$ cat config.mk
export PLATFORM = sky130hd
export DESIGN_NAME = cluster_evt_reader_flat
export DESIGN_NICKNAME = d
export VERILOG_FILES = /design/src/rtl/cluster_evt_reader_if.sv /design/src/rtl/cluster_evt_reader.sv /design/src/flat_wrapper.sv
export SDC_FILE = /design/constraint.sdc
export NUM_CORES = 1
export LEC_CHECK = 0
export BUFFER_PORTS_ARGS = -buffer_cell sky130_fd_sc_hd__clkbuf_2
export CAP_MARGIN = 20
export CORE_MARGIN = 3
export CORE_UTILIZATION = 40
export CTS_BUF_LIST = sky130_fd_sc_hd__clkbuf_8
export CTS_CLUSTER_SIZE = 10
export DETAILED_ROUTE_END_ITERATION = 8
export PLACE_DENSITY = 0.66
export RECOVER_POWER = 25
export SLEW_MARGIN = 5
export SYNTH_ARGS = -nofsm -noshare
export SYNTH_HDL_FRONTEND = slang
export SYNTH_SLANG_ARGS = --single-unit
export TNS_END_PERCENT = 1
$ cat constraint.sdc
create_clock -name clk -period 4.63 [get_ports clk]
set_input_delay 0.926 -clock clk [delete_from_list [all_inputs] [get_ports clk]]
set_output_delay 0.926 -clock clk [all_outputs]
set_load 0.01 [all_outputs]
$ cat src/rtl/cluster_evt_reader_if.sv
// Bus bundle for one cluster reader: FWFT FIFO head, sync-engine status and
// command, and the forwarded word stream toward the merge output stage.
// The reader binds the slave modport; the FIFO/engine/merge side binds master.
interface cluster_evt_reader_if #(
    parameter int DATA_WIDTH   = 65,
    parameter int EVT_HDR_BITS = 40,
    parameter int ERR_CNT_BITS = 16
);
    logic [DATA_WIDTH-1:0]   fifo_dout;
    logic                    fifo_empty;
    logic                    fifo_rd_en;
    logic [1:0]              evt_available;
    logic [EVT_HDR_BITS-1:0] evt_l0id;
    logic [1:0]              evt_ctrl;
    logic [DATA_WIDTH-1:0]   out_data;
    logic                    out_valid;
    logic                    out_ready;
    logic                    out_last;
    logic                    proto_err;
    logic [ERR_CNT_BITS-1:0] proto_err_cnt;

    modport slave (
        input  fifo_dout, fifo_empty, evt_ctrl, out_ready,
        output fifo_rd_en, evt_available, evt_l0id, out_data, out_valid,
               out_last, proto_err, proto_err_cnt
    );

    modport master (
        output fifo_dout, fifo_empty, evt_ctrl, out_ready,
        input  fifo_rd_en, evt_available, evt_l0id, out_data, out_valid,
               out_last, proto_err, proto_err_cnt
    );
endinterface

$ cat src/rtl/cluster_evt_reader.sv
// Per-cluster event reader. Splits the FWFT cluster FIFO stream into event
// header / module / event footer segments, reports the segment type and the
// event L0ID to the sync engine, and executes the engine's WAIT/TX/DROP
// command word by word with zero latency.
//
// Module segments have no length field: a module word is the last one only
// when the word after it carries the control flag. To know that while the
// word is being handed out, the reader keeps the current module word in a
// one-word holding register and looks at the FIFO head as its successor.
// Header and footer segments are fixed length and are forwarded straight
// from the FIFO head.
//
// Optional build macro CLUSTER_EVT_READER_L0ID_CHECK_EN adds the sticky
// l0id_seq_err output and checks that consecutive headers carry L0ID+1.
module cluster_evt_reader #(
    parameter int DATA_WIDTH   = 65,
    parameter int EVT_HDR_BITS = 40,
    parameter int EHDR_WORDS   = 3,
    parameter int EFTR_WORDS   = 2,
    parameter int ERR_CNT_BITS = 16
) (
    input  logic                clk,
    input  logic                rst_n,
`ifdef CLUSTER_EVT_READER_L0ID_CHECK_EN
    output logic                l0id_seq_err,
`endif
    cluster_evt_reader_if.slave bus
);
    localparam int MAXW   = (EHDR_WORDS > EFTR_WORDS) ? EHDR_WORDS : EFTR_WORDS;
    localparam int WCNT_W = $clog2(MAXW + 1);

    localparam logic [7:0] MK_EHDR = 8'hAB;
    localparam logic [7:0] MK_MHDR = 8'h55;
    localparam logic [7:0] MK_EFTR = 8'hCD;

    localparam logic [1:0] CMD_TX   = 2'd1;
    localparam logic [1:0] CMD_DROP = 2'd2;

    localparam logic [1:0] AV_NONE = 2'd0;
    localparam logic [1:0] AV_HDR  = 2'd1;
    localparam logic [1:0] AV_MOD  = 2'd2;
    localparam logic [1:0] AV_FTR  = 2'd3;

    typedef enum logic [2:0] {
        S_SEEK = 3'd0,
        S_HDR  = 3'd1,
        S_MOD  = 3'd2,
        S_FTR  = 3'd3,
        S_GAP  = 3'd4
    } state_t;

    state_t                  state_q, state_d;
    logic [WCNT_W-1:0]       wcnt_q, wcnt_d;
    logic [DATA_WIDTH-1:0]   hld_q, hld_d;
    logic [EVT_HDR_BITS-1:0] l0id_q, l0id_d;
    logic                    err_q, err_d;
    logic [ERR_CNT_BITS-1:0] ecnt_q;

`ifdef CLUSTER_EVT_READER_L0ID_CHECK_EN
    logic                    have_prev_q, have_prev_d;
    logic                    seq_err_q, seq_err_d;
    logic [EVT_HDR_BITS-1:0] l0id_nxt;
    assign l0id_nxt = l0id_q + 1'b1;
`endif

    // Head word decode
    logic                    hd_flag;
    logic [7:0]              hd_mark;
    logic                    hd_ehdr, hd_mhdr, hd_eftr;
    logic [EVT_HDR_BITS-1:0] hd_l0id;
    logic                    hd_empty;

    assign hd_flag  = bus.fifo_dout[DATA_WIDTH-1];
    assign hd_mark  = bus.fifo_dout[DATA_WIDTH-2 -: 8];
    assign hd_ehdr  = hd_flag && (hd_mark == MK_EHDR);
    assign hd_mhdr  = hd_flag && (hd_mark == MK_MHDR);
    assign hd_eftr  = hd_flag && (hd_mark == MK_EFTR);
    assign hd_l0id  = bus.fifo_dout[EVT_HDR_BITS-1:0];
    assign hd_empty = bus.fifo_empty;

    // Command decode; code 3 behaves like WAIT
    logic is_tx, is_drop;
    assign is_tx   = (bus.evt_ctrl == CMD_TX);
    assign is_drop = (bus.evt_ctrl == CMD_DROP);

    // Segment length bookkeeping for fixed-length header/footer segments
    logic [WCNT_W-1:0] wcnt_inc, seg_len;
    logic              first_last;
    assign wcnt_inc   = wcnt_q + 1'b1;
    assign seg_len    = (state_q == S_FTR) ? WCNT_W'(EFTR_WORDS) : WCNT_W'(EHDR_WORDS);
    assign first_last = hd_ehdr ? (EHDR_WORDS == 1) : (EFTR_WORDS == 1);

    logic [1:0] avail;
    logic       rd_en, oval, olast, seg_last, mod_done;

    // Segment parser and command execution: next state plus the zero-latency handshake
    always_comb begin
        state_d  = state_q;
        wcnt_d   = wcnt_q;
        hld_d    = hld_q;
        l0id_d   = l0id_q;
        err_d    = 1'b0;
        avail    = AV_NONE;
        rd_en    = 1'b0;
        oval     = 1'b0;
        olast    = 1'b0;
        seg_last = 1'b0;
        mod_done = 1'b0;
`ifdef CLUSTER_EVT_READER_L0ID_CHECK_EN
        have_prev_d = have_prev_q;
        seq_err_d   = seq_err_q;
`endif
        if (rst_n) begin
            case (state_q)
                S_SEEK: begin
                    if (!hd_empty) begin
                        if (hd_ehdr || hd_eftr) begin
                            avail    = hd_ehdr ? AV_HDR : AV_FTR;
                            seg_last = first_last;
                            oval     = is_tx;
                            olast    = is_tx && seg_last;
                            rd_en    = is_tx ? bus.out_ready : is_drop;
                            if (rd_en) begin
                                wcnt_d  = WCNT_W'(1);
                                state_d = seg_last ? S_GAP : (hd_ehdr ? S_HDR : S_FTR);
                                if (hd_ehdr) begin
                                    l0id_d = hd_l0id;
                                    if (hd_l0id == '0) err_d = 1'b1;
`ifdef CLUSTER_EVT_READER_L0ID_CHECK_EN
                                    if (have_prev_q && (hd_l0id != l0id_nxt)) begin
                                        seq_err_d = 1'b1;
                                        err_d     = 1'b1;
                                    end
                                    have_prev_d = 1'b1;
`endif
                                end
                            end
                        end else if (hd_mhdr) begin
                            // Module header moves into the holding register; it is
                            // handed out once its successor is visible.
                            avail = AV_MOD;
                            rd_en = is_tx || is_drop;
                            if (rd_en) begin
                                hld_d   = bus.fifo_dout;
                                state_d = S_MOD;
                            end
                        end else begin
                            // Stray DATA or unknown control word outside any segment
                            rd_en = 1'b1;
                            err_d = 1'b1;
                        end
                    end
                end
                S_HDR, S_FTR: begin
                    avail = (state_q == S_HDR) ? AV_HDR : AV_FTR;
                    if (!hd_empty) begin
                        if (hd_flag) begin
                            // Segment cut short by a control word; leave it at the head
                            err_d   = 1'b1;
                            state_d = S_GAP;
                        end else begin
                            seg_last = (wcnt_inc == seg_len);
                            oval     = is_tx;
                            olast    = is_tx && seg_last;
                            rd_en    = is_tx ? bus.out_ready : is_drop;
                            if (rd_en) begin
                                wcnt_d = wcnt_inc;
                                if (seg_last) state_d = S_GAP;
                            end
                        end
                    end
                end
                S_MOD: begin
                    avail = AV_MOD;
                    // The held word's fate needs its successor, so an empty head waits
                    if (!hd_empty) begin
                        oval     = is_tx;
                        olast    = is_tx && hd_flag;
                        mod_done = is_tx ? bus.out_ready : is_drop;
                        if (mod_done) begin
                            if (hd_flag) begin
                                state_d = S_GAP;
                            end else begin
                                rd_en = 1'b1;
                                hld_d = bus.fifo_dout;
                            end
                        end
                    end
                end
                S_GAP: begin
                    state_d = S_SEEK;
                end
                default: begin
                    state_d = S_SEEK;
                end
            endcase
        end
    end

    // State, counters, L0ID and the registered error pulse/count
    always_ff @(posedge clk) begin
        if (!rst_n) begin
            state_q <= S_SEEK;
            wcnt_q  <= '0;
            hld_q   <= '0;
            l0id_q  <= '0;
            err_q   <= 1'b0;
            ecnt_q  <= '0;
`ifdef CLUSTER_EVT_READER_L0ID_CHECK_EN
            have_prev_q <= 1'b0;
            seq_err_q   <= 1'b0;
`endif
        end else begin
            state_q <= state_d;
            wcnt_q  <= wcnt_d;
            hld_q   <= hld_d;
            l0id_q  <= l0id_d;
            err_q   <= err_d;
            if (err_d && (ecnt_q != '1)) ecnt_q <= ecnt_q + 1'b1;
`ifdef CLUSTER_EVT_READER_L0ID_CHECK_EN
            have_prev_q <= have_prev_d;
            seq_err_q   <= seq_err_d;
`endif
        end
    end

    assign bus.fifo_rd_en    = rd_en;
    assign bus.evt_available = avail;
    assign bus.evt_l0id      = l0id_q;
    assign bus.out_valid     = oval;
    assign bus.out_last      = olast;
    assign bus.out_data      = (state_q == S_MOD) ? hld_q : bus.fifo_dout;
    assign bus.proto_err     = err_q;
    assign bus.proto_err_cnt = ecnt_q;
`ifdef CLUSTER_EVT_READER_L0ID_CHECK_EN
    assign l0id_seq_err      = seq_err_q;
`endif
endmodule

$ cat src/flat_wrapper.sv
// flat-port wrapper written by rule: the top's interface ports become plain ports
module cluster_evt_reader_flat 
#(
    parameter int DATA_WIDTH   = 65,
    parameter int EVT_HDR_BITS = 40,
    parameter int EHDR_WORDS   = 3,
    parameter int EFTR_WORDS   = 2,
    parameter int ERR_CNT_BITS = 16
)
  (clk, rst_n, bus_fifo_dout, bus_fifo_empty, bus_evt_ctrl, bus_out_ready, bus_fifo_rd_en, bus_evt_available, bus_evt_l0id, bus_out_data, bus_out_valid, bus_out_last, bus_proto_err, bus_proto_err_cnt);
  cluster_evt_reader_if #(.DATA_WIDTH(DATA_WIDTH), .EVT_HDR_BITS(EVT_HDR_BITS), .ERR_CNT_BITS(ERR_CNT_BITS)) bus_i ();
  input  logic clk;
  input  logic rst_n;
  input wire logic [$bits(bus_i.fifo_dout)-1:0] bus_fifo_dout;
  input wire logic [$bits(bus_i.fifo_empty)-1:0] bus_fifo_empty;
  input wire logic [$bits(bus_i.evt_ctrl)-1:0] bus_evt_ctrl;
  input wire logic [$bits(bus_i.out_ready)-1:0] bus_out_ready;
  output wire logic [$bits(bus_i.fifo_rd_en)-1:0] bus_fifo_rd_en;
  output wire logic [$bits(bus_i.evt_available)-1:0] bus_evt_available;
  output wire logic [$bits(bus_i.evt_l0id)-1:0] bus_evt_l0id;
  output wire logic [$bits(bus_i.out_data)-1:0] bus_out_data;
  output wire logic [$bits(bus_i.out_valid)-1:0] bus_out_valid;
  output wire logic [$bits(bus_i.out_last)-1:0] bus_out_last;
  output wire logic [$bits(bus_i.proto_err)-1:0] bus_proto_err;
  output wire logic [$bits(bus_i.proto_err_cnt)-1:0] bus_proto_err_cnt;
  assign bus_i.fifo_dout = bus_fifo_dout;
  assign bus_i.fifo_empty = bus_fifo_empty;
  assign bus_i.evt_ctrl = bus_evt_ctrl;
  assign bus_i.out_ready = bus_out_ready;
  assign bus_fifo_rd_en = bus_i.fifo_rd_en;
  assign bus_evt_available = bus_i.evt_available;
  assign bus_evt_l0id = bus_i.evt_l0id;
  assign bus_out_data = bus_i.out_data;
  assign bus_out_valid = bus_i.out_valid;
  assign bus_out_last = bus_i.out_last;
  assign bus_proto_err = bus_i.proto_err;
  assign bus_proto_err_cnt = bus_i.proto_err_cnt;
  cluster_evt_reader #(.DATA_WIDTH(DATA_WIDTH), .EVT_HDR_BITS(EVT_HDR_BITS), .EHDR_WORDS(EHDR_WORDS), .EFTR_WORDS(EFTR_WORDS), .ERR_CNT_BITS(ERR_CNT_BITS)) u_core (.clk(clk), .rst_n(rst_n), .bus(bus_i));
endmodule
==> impl_results.md, run 1 <==
* Setup bufs post-CTS at 0
* Slowest cell on crit path: mux2i_1
* Post-synth top cells: 230 x nand2_1, 127 x dfxtp_1, 118 x a21oi_1, 65 x mux2_2, 42 x clkbuf_1
* DP HPWL at between 10 and 15 mm
* First drt pass iteration count at 4
* Crit share post-route at 0.7558
* Synth cell types at 45
* Top Ports at 198
* Avg Cell Area, Syn at approximately 8.0 sq um
* Largest net degree at the start of global routing at 71
* All-layer global routing usage at 0.2089
* Mapped cell area at just under 0.006 sq mm
* Top cells by area, synth: dfxtp_1 43%, nand2_1 15%, mux2_2 12%
* Crit path max fanout at 10
* Fin crit period at approximately 3.5 ns
* Min-delay worst type: flop to flop
* Clk_lat worst skew at ~0.45 ns
* Remaining antenna violation count at 0
* Worst-margin pin slew at approximately 0.81 ns
* Hold-fix buffer count after cts at 0
* Leak at 2.725 nW
* #FFs+latches synth at 127
* Worst path required time at 3.70 ns
* Setup crit start kind: primary input
* Area share of the largest cell type after synthesis at 0.4277
* CTS H-tree depth at 4
* # DRC at 0
* Post_cts resized at 0
* Final core occ at 0.5234
* Vias in the first global route at roughly 5,500
* CTS Buffer Depth at 2
* Final setup fails at 0
* Die area at about 0.016 sq mm
* Status: finished, final reports clean
* Max_slew headroom at 0.4441
* Peak supply drop at roughly 250 uV
* # rows at 43
* Gpl congestion at just under 0.9
* Share of layout cells above drive strength 1 at 0.2675
* DR WL/cell at 15.46 um
* Clk sinks at 127
* Syn nets at about 800
* Sequential cell area at ~0.0025 sq mm
* Seq/Total Area, Yosys at 0.4277
* CP Capture Type: output pin
* YS warnings at 0
* Layout area overhead at 25.07%
* Congestion Overflow GR at 0
* DR vias/cell at around 5.3
* Total detailed-routing wirelength at approximately 17 mm
* CP max stage delay at roughly 0.70 ns
* Fmax at between 200 and 300 MHz
* Layout fillers at approximately 1,500
* Worst-case clock skew at just over 0.008 ns
* CTS tree: yes
* Hold Slack at ~0.45 ns
* Core area at 0.01420 sq mm
* Cell with the most instances after synthesis: nand2_1
* Worst Path Arrival at approximately 2.6 ns
* Final hold vios at 0
* Multi-input logic area at between 0.003 and 0.004 sq mm
* 1st-iter DRT viols at 276
* Final TNS setup at 0 ns
* CP Cell Sequence: clkbuf_1, inv_1, ha_1, mux2i_1, inv_1, o221ai_1, a21oi_1, clkbuf_2
* Power Density at 324.2 mW/mm^2
* RSZ-0062 raised after global routing: false
* Post-synth ARST share at 0
* Post-synth EDFFs at 0
* Dpl cells at about 1,100
* TritonCTS Buffers at 17
* Clock root cell: clkbuf_8
* Max-cap violations at 0
* Final std cells w/o fill at 1,111
* Kind of critical path: primary input to output pin
* Yosys top cell by area: dfxtp_1
* Die X at 127.9 um
* Starting density of the core at 0.4185
* Initial antenna violation count at 1
* Top cell by count, worst path: inv_1
* Cells after synthesis at about 750
* Reg clk slew, reported paths at about 0.070 ns
* Diode count at 0
* Chip height at 127.9 um
* PortBufs at ~200
* Fin nets at roughly 990
* First-pass GRT wire length at between 20 and 30 mm
* Vias after detailed routing at about 5,800
* Ys flop type: dfxtp_1
* Slew Viols, Final at 0
## metrics by stage
| stage | power (mW) | instance area (sq um) | setup slack, ns |
|---|---|---|---|
| final | 2.410 | 7435 | 1.131 |
| after floorplan | 1.208 | 5944 | 1.644 |
| after CTS | 2.434 | 7508 | 1.159 |
| after global placement | 1.306 | 7034 | 1.205 |
| after global routing | 2.497 | 7435 | 0.9808 |
| after detailed placement | 1.306 | 7034 | 1.160 |
## routing by layer
metal / wire (um) / vias to the layer above / global-route usage
met5: 14 / - / 0
met1: 7692 / 2712 / 0.2643
met3: 1249 / 22 / 0.07292
li1: - / 2927 / -
met4: 238 / 2 / 0.06242
met2: 7981 / 175 / 0.3367
## kinds of logic (layout without fill, tap and decap cells)
group           Yosys count  count (layout)  synth area share
buf+inv                  66             251           0.04504
simple gates            327             327            0.2469
fa+ha+maj                 3               3          0.006315
mux                      74              74            0.1383
compound gates          149             149            0.1358
flops                   127             127            0.4277
## where the power goes
group / total, mW / internal [mW] / switching, mW
clock: 1.13 / 0.695 / 0.436
combinational: 0.184 / 0.0740 / 0.110
sequential: 1.10 / 1.09 / 0.00204
total: 2.41 / 1.86 / 0.548
## cell type report
class,instances,share of cell area
multi-input combinational,553,0.4238
sequential,127,0.3420
timing repair buffer,206,0.1335
clock buffer,21,0.03888
tap,180,0.03029
clock inverter,11,0.02491
inverter,13,0.006732
## placed cells by master (no fill, tap or decap), types with 2 or more instances in the layout
cell,count
nand2_1,230
clkbuf_2,138
dfxtp_1,127
a21oi_1,118
mux2_2,65
clkbuf_1,59
clkbuf_8,21
nor4_1,17
inv_1,13
nor2_1,12
o21ai_0,10
nand4_1,9
mux2i_1,9
nor3_1,9
or4_1,8
buf_4,8
nand3_1,6
o31ai_1,5
bufinv_16,5
nand2b_1,4
and2_1,4
nor2b_1,4
or3_1,4
clkinv_2,4
and4_1,4
and3_1,3
ha_1,3
nor4bb_1,2
a31oi_1,2
o21a_1,2
nor4b_1,2
o31a_1,2
## state kept, by name (all words and copies together), names as in the netlist
name                      cells
u_core.hld_q                 65
u_core.wcnt_q                 2
u_core.bus.proto_err_cnt     16
u_core.bus.proto_err          1
u_core.state_q                3
u_core.bus.evt_l0id          40
## critical path: cells and delay by family
kind	cells	cell delay [ns]
AO/OA/AOI/OAI	2	0.32
adder cells (fa/ha/maj)	1	0.17
buffers and inverters	4	0.46
multiplexers	1	0.70
## path summary, 6_finish.rpt
check	startpoint	endpoint	slack, ns	cells past startpoint
worst max-delay path	bus_evt_ctrl[1]	bus_fifo_rd_en	1.13	8
worst min-delay path	u_core.bus.evt_l0id[24]$_SDFFE_PN0P_	u_core.bus.evt_l0id[24]$_SDFFE_PN0P_	0.45	2
worst max register to register	u_core.state_q[0]$_SDFFE_PN0P_	u_core.bus.evt_l0id[8]$_SDFFE_PN0P_	2.09	6
worst min register to register	u_core.bus.evt_l0id[24]$_SDFFE_PN0P_	u_core.bus.evt_l0id[24]$_SDFFE_PN0P_	0.45	2
Note: power is estimated with default switching activity, not from simulation.
==> inputs of run 2 (changes only) <==
Settings changed: ABC_AREA from default to 1, PLACE_DENSITY 0.66 to 0.65.
Clock period 4.63 ns to 3.41 ns, I/O delays scaled along.
==> impl_results.md, run 2 <==
* Core area at 0.01481 sq mm
* Sequential cell area at ~0.0025 sq mm
* Dpl cells at between 1,000 and 1,500
* XOR/XNOR share of the synthesized area at 0.01990
* Die area at ~0.017 sq mm
* YS warnings at 0
* Crit share post-route at 0.8468
* CTS Buffer Depth at 2
* Max-cap violations at 0
* Gpl congestion at slightly below 0.9
* Remaining antenna violation count at 0
* Total power at 4.135 mW
* Multi-input logic area at 0.002933 sq mm
* Ys flop type: dfxtp_1
* Die X at ~130 um
* R2R depth at 10
* Fmax at around 350 MHz
* Post-synth top cells: 134 x nor2_1, 130 x o21ai_0, 129 x nand2_1, 127 x dfxtp_1, 88 x inv_1
* Crit path max fanout at 80
* CP Capture Type: output pin
* Post-synth EDFFs at 0
* Congestion Overflow GR at 0
* Worst-case clock skew at 0.01206 ns
* Vias in the first global route at 5,554
* Commonest non-fill, non-tap cell in the layout: clkbuf_2
* CTS tree: yes
* Setup slack after layout at about 0.52 ns
* Min-delay worst type: flop to flop
* Most frequent cells in the layout: 138 x clkbuf_2, 134 x nor2_1, 130 x o21ai_0, 129 x nand2_1, 127 x dfxtp_1
* Leak at between 3 and 4 nW
* Final hold vios at 0
* Reg clk slew, reported paths at 0.07 ns
* Post-synthesis adder-cell area fraction at 0.006093
* First drt pass iteration count at 5
* # rows at between 40 and 50
* CTS H-tree depth at 4
* Max reg flops at 65
* Slew Viols, Final at 0
* Synth cell types at 36
* Mapped cell area at 0.006161 sq mm
* Clock root cell: clkbuf_8
* Worst slack, placed at 0.7819 ns
* DR WL/cell at ~13 um
* # DRC at 0
* Post_cts resized at 0
* Setup crit start kind: flop
* Max_slew headroom at 0.5271
* Power Density at 554.0 mW/mm^2
* Biggest register: u_core.hld_q
* #FFs+latches synth at approximately 130
* Worst-margin pin slew at ~0.71 ns
* 1st-iter DRT viols at about 380
* Syn nets at between 900 and 1,000
* Seq/Total Area, Yosys at 0.4127
* Fin crit period at 2.887 ns
* Share of layout cells above drive strength 1 at 0.1908
* RSZ-0062 raised after global routing: false
* Layout fillers at 1,568
* Diode count at 0
* Main combinational cell family by area after synthesis: simple AND/OR/NAND/NOR gates
* Area share of the largest cell type after synthesis at 0.4127
* Setup bufs post-CTS at 0
* Fin nets at around 1,100
* Synth Area in Compound Gates at 0.2218
* Final TNS setup at 0 ns
* Top cells by area, synth: dfxtp_1 41%, o21ai_0 11%, nor2_1 8.2%
* All-layer global routing usage at 0.1960
* Starting density of the core at 0.4160
* Hold-fix buffer count after cts at 0
* Status: finished, final reports clean
* Worst path required time at between 2 and 3 ns
* Largest net degree at the start of global routing at 81
* Total detailed-routing wirelength at 16.64 mm
* Final setup fails at 0
* Multiplexer share of the synthesized area at 0
* DP HPWL at 11.65 mm
* First-pass GRT wire length at 26.83 mm
* DR vias/cell at 4.929
* PortBufs at 197
* Chip height at 130.1 um
* Layout area overhead at 21.16%
* Avg Cell Area, Syn at ~7.0 sq um
* Vias after detailed routing at 6,176
* WHS Path Cells at 2
* Kind of critical path: flop to output pin
* Cells after synthesis at roughly 880
* Worst Path Arrival at around 2.2 ns
* Peak supply drop at between 300 and 400 uV
* Cell with the most instances after synthesis: nor2_1
* Clk sinks at 127
* Simple-Gate Fraction of Synth Area at 0.2297
* Final std cells w/o fill at 1,253
* Top Ports at about 200
* Yosys top cell by area: dfxtp_1
* Clk_lat worst skew at roughly 0.43 ns
* Post-synth ARST share at 0
* Initial antenna violation count at 0
* TritonCTS Buffers at 17
-- run 2: layout make-up --
class	count	share of cell area
Multi-Input combinational cell	611	0.3929
Sequential cell	127	0.3406
Timing Repair Buffer	207	0.1358
Inverter	92	0.04643
Clock buffer	23	0.04241
Tap cell	184	0.03084
Clock inverter	9	0.01106
-- run 2: per-layer routing --
layer,track usage,vias to the layer above,share of wire
met5,0,-,0
met4,0.06296,0,0.013
met3,0.06590,23,0.071
met2,0.3084,177,0.46
met1,0.2544,2740,0.46
li1,-,3236,-
-- run 2: worst paths after layout --
path,startpoint,endpoint,slack [ns]
worst max-delay path,u_core.state_q[2]$_SDFFE_PN0P_,bus_out_data[7],0.52
worst min-delay path,u_core.hld_q[59]$_SDFFE_PN0P_,u_core.hld_q[59]$_SDFFE_PN0P_,0.45
worst max register to register,u_core.state_q[2]$_SDFFE_PN0P_,u_core.hld_q[8]$_SDFFE_PN0P_,0.95
worst min register to register,u_core.hld_q[59]$_SDFFE_PN0P_,u_core.hld_q[59]$_SDFFE_PN0P_,0.45
-- run 2: report_power, final --
group / switching [mW] / internal (mW) / leakage, nW
clock: 0.589 / 0.689 / 0.197
combinational: 0.750 / 0.372 / 1.98
sequential: 0.0620 / 1.67 / 1.03
-- run 2: through the flow --
step / hold WS, ns / util / area [sq um]
after global routing: 0.4695 / 0.5041 / 7465
after detailed placement: 0.4409 / 0.4835 / 7161
final: 0.4491 / 0.5041 / 7465
after global placement: 0.4343 / 0.4835 / 7161
after floorplan: 0.4245 / - / 6161
after CTS: 0.4504 / 0.5105 / 7560
-- run 2: worst max-delay path, cell delays in order, from the launching register on --
cell,delay (ns)
dfxtp_1,0.33
inv_1,0.10
nand2_1,0.09
nor2_2,0.08
buf_4,0.18
clkinv_2,0.22
buf_12,0.27
o21ai_0,0.28
clkbuf_2,0.19
-- run 2: kinds of logic (layout without fill, tap and decap cells) --
kind of cell	Yosys count	in the layout
DFF	127	127
xor gates and xnor gates	14	14
buffers and inverters	146	331
adders and majority gates	3	3
and+or+nand+nor	326	326
AOI/OAI and AO/OA	268	268
